<file path="src/rtl/register_file_mp_pkg.sv">
// Shared definitions for the MIPS multi-port register file: sequencer state
// encodings and the core's default geometry.
package register_file_mp_pkg;

  typedef enum logic [1:0] {
    ST_CLEAR = 2'd0,
    ST_IDLE  = 2'd1,
    ST_DUMP  = 2'd2
  } rf_state_e;

  localparam int MIPS_NUM_BITS = 32;
  localparam int MIPS_NUM_REGS = 32;

endpackage

</file>
<file path="src/rtl/rf_dump_sequencer.sv">
// Control side of the register file: clear sweep after reset or request, and the
// valid/ready dump stream that walks every register address in order.
module rf_dump_sequencer
  import register_file_mp_pkg::*;
#(
  parameter int NUM_REGS  = MIPS_NUM_REGS,
  parameter int TAM_DIREC = $clog2(NUM_REGS)
) (
  input  logic                 clk_i,
  input  logic                 rst_ni,
  input  logic                 clear_i,
  input  logic                 dump_start_i,
  input  logic                 dump_ready_i,
  output logic                 ready_o,
  output logic                 clr_we_o,
  output logic [TAM_DIREC-1:0] clr_addr_o,
  output logic                 dump_cap_o,
  output logic [TAM_DIREC-1:0] dump_rd_addr_o,
  output logic                 dump_valid_o,
  output logic [TAM_DIREC-1:0] dump_addr_o,
  output logic                 dump_last_o
);

  localparam logic [TAM_DIREC-1:0] LAST      = TAM_DIREC'(NUM_REGS - 1);
  localparam logic [TAM_DIREC-1:0] FIRST_CLR = TAM_DIREC'(1);
  localparam logic [TAM_DIREC-1:0] ONE       = TAM_DIREC'(1);

  rf_state_e            state_q, state_d;
  logic [TAM_DIREC-1:0] clr_ptr_q, clr_ptr_d;
  logic [TAM_DIREC-1:0] dump_addr_q, dump_addr_d;
  logic                 dump_valid_q, dump_valid_d;

  always_ff @(posedge clk_i or negedge rst_ni) begin
    if (!rst_ni) begin
      state_q      <= ST_CLEAR;
      clr_ptr_q    <= FIRST_CLR;
      dump_addr_q  <= '0;
      dump_valid_q <= 1'b0;
    end else begin
      state_q      <= state_d;
      clr_ptr_q    <= clr_ptr_d;
      dump_addr_q  <= dump_addr_d;
      dump_valid_q <= dump_valid_d;
    end
  end

  // dump_cap_o tells the array side to load the word at dump_rd_addr_o on this edge.
  always_comb begin
    state_d        = state_q;
    clr_ptr_d      = clr_ptr_q;
    dump_addr_d    = dump_addr_q;
    dump_valid_d   = dump_valid_q;
    dump_cap_o     = 1'b0;
    dump_rd_addr_o = dump_addr_q + ONE;
    unique case (state_q)
      ST_CLEAR: begin
        dump_valid_d = 1'b0;
        clr_ptr_d    = clr_ptr_q + ONE;
        if (clr_ptr_q == LAST) state_d = ST_IDLE;
      end
      ST_IDLE: begin
        if (clear_i) begin
          state_d   = ST_CLEAR;
          clr_ptr_d = FIRST_CLR;
        end else if (dump_start_i) begin
          state_d        = ST_DUMP;
          dump_valid_d   = 1'b1;
          dump_addr_d    = '0;
          dump_cap_o     = 1'b1;
          dump_rd_addr_o = '0;
        end
      end
      ST_DUMP: begin
        if (clear_i) begin
          state_d      = ST_CLEAR;
          clr_ptr_d    = FIRST_CLR;
          dump_valid_d = 1'b0;
        end else if (dump_valid_q && dump_ready_i) begin
          if (dump_addr_q == LAST) begin
            dump_valid_d = 1'b0;
            state_d      = ST_IDLE;
          end else begin
            dump_addr_d = dump_addr_q + ONE;
            dump_cap_o  = 1'b1;
          end
        end
      end
      default: state_d = ST_CLEAR;
    endcase
  end

  assign ready_o      = (state_q != ST_CLEAR);
  assign clr_we_o     = (state_q == ST_CLEAR);
  assign clr_addr_o   = clr_ptr_q;
  assign dump_valid_o = dump_valid_q;
  assign dump_addr_o  = dump_addr_q;
  assign dump_last_o  = dump_valid_q && (dump_addr_q == LAST);

endmodule

</file>
<file path="src/rtl/register_file_mp.sv">
// Multi-port MIPS register file: byte-maskable write port, registered read ports
// with write-first bypass, r0 hardwired to zero, plus clear/dump sequencing.
module register_file_mp
  import register_file_mp_pkg::*;
#(
  parameter int NUM_BITS       = MIPS_NUM_BITS,
  parameter int NUM_REGS       = MIPS_NUM_REGS,
  parameter int NUM_READ_PORTS = 2,
  parameter int TAM_DIREC      = $clog2(NUM_REGS)
) (
  input  logic                                i_clk,
  input  logic                                i_reset_n,
  input  logic                                i_write_enable,
  input  logic [NUM_BITS/8-1:0]               i_write_strobe,
  input  logic [TAM_DIREC-1:0]                i_write_direc,
  input  logic [NUM_BITS-1:0]                 i_data,
  input  logic [NUM_READ_PORTS*TAM_DIREC-1:0] i_read_direc,
  output logic [NUM_READ_PORTS*NUM_BITS-1:0]  o_data,
  input  logic                                i_clear,
  output logic                                o_ready,
  input  logic                                i_dump_start,
  output logic                                o_dump_valid,
  input  logic                                i_dump_ready,
  output logic [TAM_DIREC-1:0]                o_dump_addr,
  output logic [NUM_BITS-1:0]                 o_dump_data,
  output logic                                o_dump_last
);

  logic                 ready;
  logic                 clr_we;
  logic [TAM_DIREC-1:0] clr_addr;
  logic                 dump_cap;
  logic [TAM_DIREC-1:0] dump_rd_addr;

  logic [NUM_BITS-1:0]                     mem_q [NUM_REGS];
  logic [NUM_READ_PORTS-1:0][NUM_BITS-1:0] rd_data_q, rd_data_d;
  logic [NUM_BITS-1:0]                     dump_data_q, dump_data_d;
  logic                                    wr_act;
  logic [NUM_BITS-1:0]                     wr_word;

  rf_dump_sequencer #(
    .NUM_REGS  (NUM_REGS),
    .TAM_DIREC (TAM_DIREC)
  ) u_seq (
    .clk_i          (i_clk),
    .rst_ni         (i_reset_n),
    .clear_i        (i_clear),
    .dump_start_i   (i_dump_start),
    .dump_ready_i   (i_dump_ready),
    .ready_o        (ready),
    .clr_we_o       (clr_we),
    .clr_addr_o     (clr_addr),
    .dump_cap_o     (dump_cap),
    .dump_rd_addr_o (dump_rd_addr),
    .dump_valid_o   (o_dump_valid),
    .dump_addr_o    (o_dump_addr),
    .dump_last_o    (o_dump_last)
  );

  // r0 and addresses beyond a non-power-of-2 depth always read as zero.
  function automatic logic [NUM_BITS-1:0] rd_raw(input logic [TAM_DIREC-1:0] addr);
    if (addr == '0 || 32'(addr) >= NUM_REGS) return '0;
    return mem_q[addr];
  endfunction

  function automatic logic [NUM_BITS-1:0] merge_bytes(input logic [NUM_BITS-1:0]   old_w,
                                                      input logic [NUM_BITS-1:0]   new_w,
                                                      input logic [NUM_BITS/8-1:0] strb);
    logic [NUM_BITS-1:0] res;
    res = old_w;
    for (int k = 0; k < NUM_BITS / 8; k++) begin
      if (strb[k]) res[8*k +: 8] = new_w[8*k +: 8];
    end
    return res;
  endfunction

  assign wr_act  = i_write_enable && ready && (i_write_direc != '0) &&
                   (32'(i_write_direc) < NUM_REGS);
  assign wr_word = merge_bytes(rd_raw(i_write_direc), i_data, i_write_strobe);

  always_comb begin
    rd_data_d = '0;
    for (int p = 0; p < NUM_READ_PORTS; p++) begin
      if (ready) begin
        if (wr_act && (i_read_direc[p*TAM_DIREC +: TAM_DIREC] == i_write_direc))
          rd_data_d[p] = wr_word;
        else
          rd_data_d[p] = rd_raw(i_read_direc[p*TAM_DIREC +: TAM_DIREC]);
      end
    end
  end

  // Dump word is captured once on presentation so later writes cannot disturb a stalled word.
  always_comb begin
    dump_data_d = dump_data_q;
    if (dump_cap) begin
      if (wr_act && (dump_rd_addr == i_write_direc)) dump_data_d = wr_word;
      else                                           dump_data_d = rd_raw(dump_rd_addr);
    end
  end

  always_ff @(posedge i_clk or negedge i_reset_n) begin
    if (!i_reset_n) begin
      rd_data_q   <= '0;
      dump_data_q <= '0;
    end else begin
      rd_data_q   <= rd_data_d;
      dump_data_q <= dump_data_d;
    end
  end

  always_ff @(posedge i_clk) begin
    if (clr_we)      mem_q[clr_addr]      <= '0;
    else if (wr_act) mem_q[i_write_direc] <= wr_word;
  end

  assign o_data      = rd_data_q;
  assign o_ready     = ready;
  assign o_dump_data = dump_data_q;

endmodule

</file>
<file path="config.mk">
export PLATFORM = sky130hd
export DESIGN_NAME = register_file_mp
export DESIGN_NICKNAME = d
export VERILOG_FILES = /design/src/rtl/register_file_mp_pkg.sv /design/src/rtl/rf_dump_sequencer.sv /design/src/rtl/register_file_mp.sv
export SDC_FILE = /design/constraint.sdc
export NUM_CORES = 2
export LEC_CHECK = 0
export ABC_AREA = 0
export CORE_MARGIN = 2
export CORE_UTILIZATION = 44
export CTS_CLUSTER_DIAMETER = 30
export CTS_CLUSTER_SIZE = 10
export DETAILED_ROUTE_END_ITERATION = 16
export SLEW_MARGIN = 30
export SYNTH_ARGS = -nofsm -noshare
export SYNTH_HDL_FRONTEND = slang
export SYNTH_SLANG_ARGS = --single-unit
</file>
<file path="constraint.sdc">
create_clock -name i_clk -period 4.6 [get_ports i_clk]
set_input_delay 1.15 -clock i_clk [delete_from_list [all_inputs] [get_ports i_clk]]
set_output_delay 1.15 -clock i_clk [all_outputs]
set_load 0.05 [all_outputs]
</file>
==> summary.txt <==
Global routing
  • GRT Total Usage: 39.5%
  • Initial antenna violation count: 10
  • Vias in the first global route: 54,800
  • Wire length of the first global-routing pass: 445,000 um
  • Largest net degree at the start of global routing: 111
  • Total gr overflow: 0

Logic synthesis
  • Compound-Gate Fraction of Synth Area: 10.3%
  • Post-Synth Adder-Cell Area: 0.142%
  • Post-synth top area cell: edfxtp_1
  • Post-Syn Instances: 4,822
  • Count leader, synth: edfxtp_1
  • Prevailing post-synth register cell: edfxtp_1
  • Top post-synthesis cells by area: edfxtp_1 (44%), mux4_2 (25%), mux2i_1 (6.9%)
  • Mux share of post-synthesis cell area: 33.1%
  • Synth top area share: 43.5%
  • Cell variety after synth: 91
  • Largest family of logic cells by synthesized area: multiplexers
  • Top cells by count, synth: edfxtp_1 (1,024), mux4_2 (782), mux2i_1 (486)
  • Post-synth EDFFs: 1,024
  • XOR/XNOR Fraction of Synth Area: 0.209%
  • Mapped cell area: 0.0706 mm^2
  • Async set or reset register ratio after synthesis: 9.62%
  • Mean Syn Cell Area: 14.6 um^2
  • Yosys warnings: 0
  • Register area share after synthesis: 47.4%
  • Synth Area in Simple Gates: 5.15%
  • Yosys reg bits: 1,133
  • Synthesized net count: 4,887

Clock tree
  • CTS sink count: 1,133
  • Max Buffers Root-to-Sink: 3
  • Clk Latency, worst-skew pair: 880 ps
  • H-tree Lvls: 4
  • Post_cts resized: 0
  • Postcts setup bufs: 0
  • CTS Buf Count: 241
  • Clock transition at path regs: 50 ps
  • Root Driver: clkbuf_16
  • CTS hold repair buffers: 0
  • TritonCTS clock tree: yes

STA
  • Final worst-path cycle share: 95.1%
  • Clock Skew: 52.1 ps
  • Final Hold Viols: 0
  • Slew @ Worst Pin: 1140 ps
  • Setup Viol. Count Final: 0
  • Worst slew margin: 24.0%
  • Slew Limit Fails: 0
  • Setup_tns: 0 ps
  • Fmax: 229 MHz
  • Unrepaired setup endpoints after global routing: no
  • Min Tclk post-route: 4380 ps

Die
  • CORE AREA: 0.160 mm^2
  • Boundary pin count: 161
  • Die Ht: 405 um
  • Row count: 147
  • Die area: 0.164 mm^2
  • Die width: 405 um
  • Starting Density: 44.1%

Worst setup path
  • Critical Path AT: 3230 ps
  • Critical Path Most Common Cell: inv_1
  • Worst setup path class: reg2out
  • Critical path's slowest cell: clkdlybuf4s50_1
  • Worst setup EP type: output port
  • Crit path cell chain: inv_1 -> ha_1 -> inv_1 -> clkdlybuf4s50_1
  • CP max FO: 9
  • Startpoint Class: register
  • CP required: 3450 ps
  • Critical path's largest stage delay: 930 ps

Place
  • Inst Count DP: 6,987
  • # port buffers: 160
  • Placed cell area: 0.0772 mm^2
  • Post-DP HPWL: 198,000 um
  • RD Place Congestion: 0.961

Power and ir drop
  • Total Power: 47,900 uW
  • PwrDens: 559 mW/mm^2
  • Worst vdd ir: 0.000571 V
  • Static Leak: 0.0291 uW

Final layout
  • Non-Filler Instances: 7,469
  • Area Growth Syn to Fin: 21.3%
  • Layout cell share with drive strength beyond 1: 33.5%
  • Final core occ: 53.5%
  • Post-route cell area: 0.0856 mm^2
  • # nets final: 5,209

Min path
  • Worst hold path type: in2async

Routing
  • Total number of vias: 57,500
  • 1st-iter DRT viols: 10,700
  • Routed WL: 327,000 um
  • Wire length per cell after detailed routing: 43.8 um
  • Detailed-route DRC error count: 0
  • Detail Route Antenna Nets: 0
  • First-pass iteration count of the detailed router: 8
  • Via density: 7.70

Status
  • Status: complete, no violations

Job
  • Max-Cap Viols: 0
==> flip-flops by register name (all words and copies together) (netlist names) <==
register / cells
u_seq.dump_valid_o: 1
mem_q: 1024
u_seq.state_q: 2
o_dump_data: 32
o_data: 64
u_seq.dump_addr_o: 5
u_seq.clr_addr_o: 5
==> layout make-up <==
cell class                      instances  area, um^2
Inverter                               41         161
Tap cell                             2086        2610
Fill cell                           12800       74400
Timing Repair Buffer                  568        5980
Clock buffer                          284        6310
Sequential cell                      1133       33500
Clock inverter                        178        2030
Antenna cell                           20        50.0
Multi-Input combinational cell       3159       35000
==> power by group <==
group,internal (uW),leakage (uW),switching [uW],total (uW)
clock network,11400,0.00399,6250,17700
logic,5360,0.0143,11400,16800
registers,12700,0.0108,813,13500
total,29400,0.0291,18500,47900
==> cells by family (layout without fill, tap and decap cells) <==
| kind of cell | after synthesis | count (layout) |
|---|---|---|
| buffers and inverters | 530 | 1071 |
| other | 0 | 20 |
| XOR/XNOR | 16 | 16 |
| AND/OR/NAND/NOR | 757 | 757 |
| flip-flops | 1133 | 1133 |
| AO/OA/AOI/OAI | 1030 | 1030 |
| multiplexers | 1348 | 1348 |
| adder cells (fa/ha/maj) | 8 | 8 |
==> layout by cell type (no fill, tap or decap), types with 22 or more instances in the layout <==
cell type        instances
and3_1                  40
nand2_1                238
clkinv_4                34
mux4_2                 782
and2_1                  54
clkinvlp_4              30
nor2_1                 139
buf_12                 104
o21ai_1                 28
a22oi_1                 62
buf_4                  310
clkinv_2                27
a21oi_1                119
a211oi_1               127
o221ai_1                59
nor2_4                  40
inv_1                   38
o31ai_1                 22
a2bb2oi_1               39
a221oi_1                80
clkdlybuf4s50_1        144
dfrtp_1                107
nand3_1                 48
nand4_1                 33
or3_1                   32
nand2b_1                24
o21ai_0                106
o211ai_1                75
mux2i_1                486
o22ai_1                172
bufinv_16               27
nor3_1                  32
clkbuf_1                32
inv_6                   35
clkbuf_16              242
mux2_2                  80
edfxtp_1              1024
==> per-stage QoR <==
stage | setup WS [ps] | hold slack, ps
finish | 224 | 272
global placement | 182 | 496
detailed placement | 171 | 509
global route | 156 | 299
floorplan | 17.3 | 489
CTS | 236 | 282
==> metal layers <==
metal	track usage [%]	vias up	part of all wire, %	wire (um)
met5	0.535	-	0.061	198
met4	27.1	16	8.2	26900
met3	15.4	1454	16	53000
met2	54.9	5770	41	135000
met1	50.7	29000	34	112000
li1	-	21200	-	-
==> worst paths after layout <==
| path | start | endpoint | slack [ps] | depth (start not counted) |
|---|---|---|---|---|
| min | i_reset_n | o_data[20] | 270 | 1 |
| max in group asynchronous | i_reset_n | o_data[30] | 3240 | 2 |
| min reg2reg | u_seq.clr_addr_o[0] | u_seq.clr_addr_o[0] | 520 | 1 |
| max | u_seq.state_q[0] | o_ready | 220 | 4 |
| min in group i_clk | u_seq.clr_addr_o[0] | u_seq.clr_addr_o[0] | 520 | 1 |
| max reg2reg | u_seq.dump_addr_o[0] | o_dump_data[22] | 700 | 11 |
==> critical path: cells and delay by family (launching register included) <==
kind       cells  cell delay (ps)
fa+ha+maj      1              410
buf+inv        3             1540
flops          1              390
Note: power is estimated with default switching activity, not from simulation.
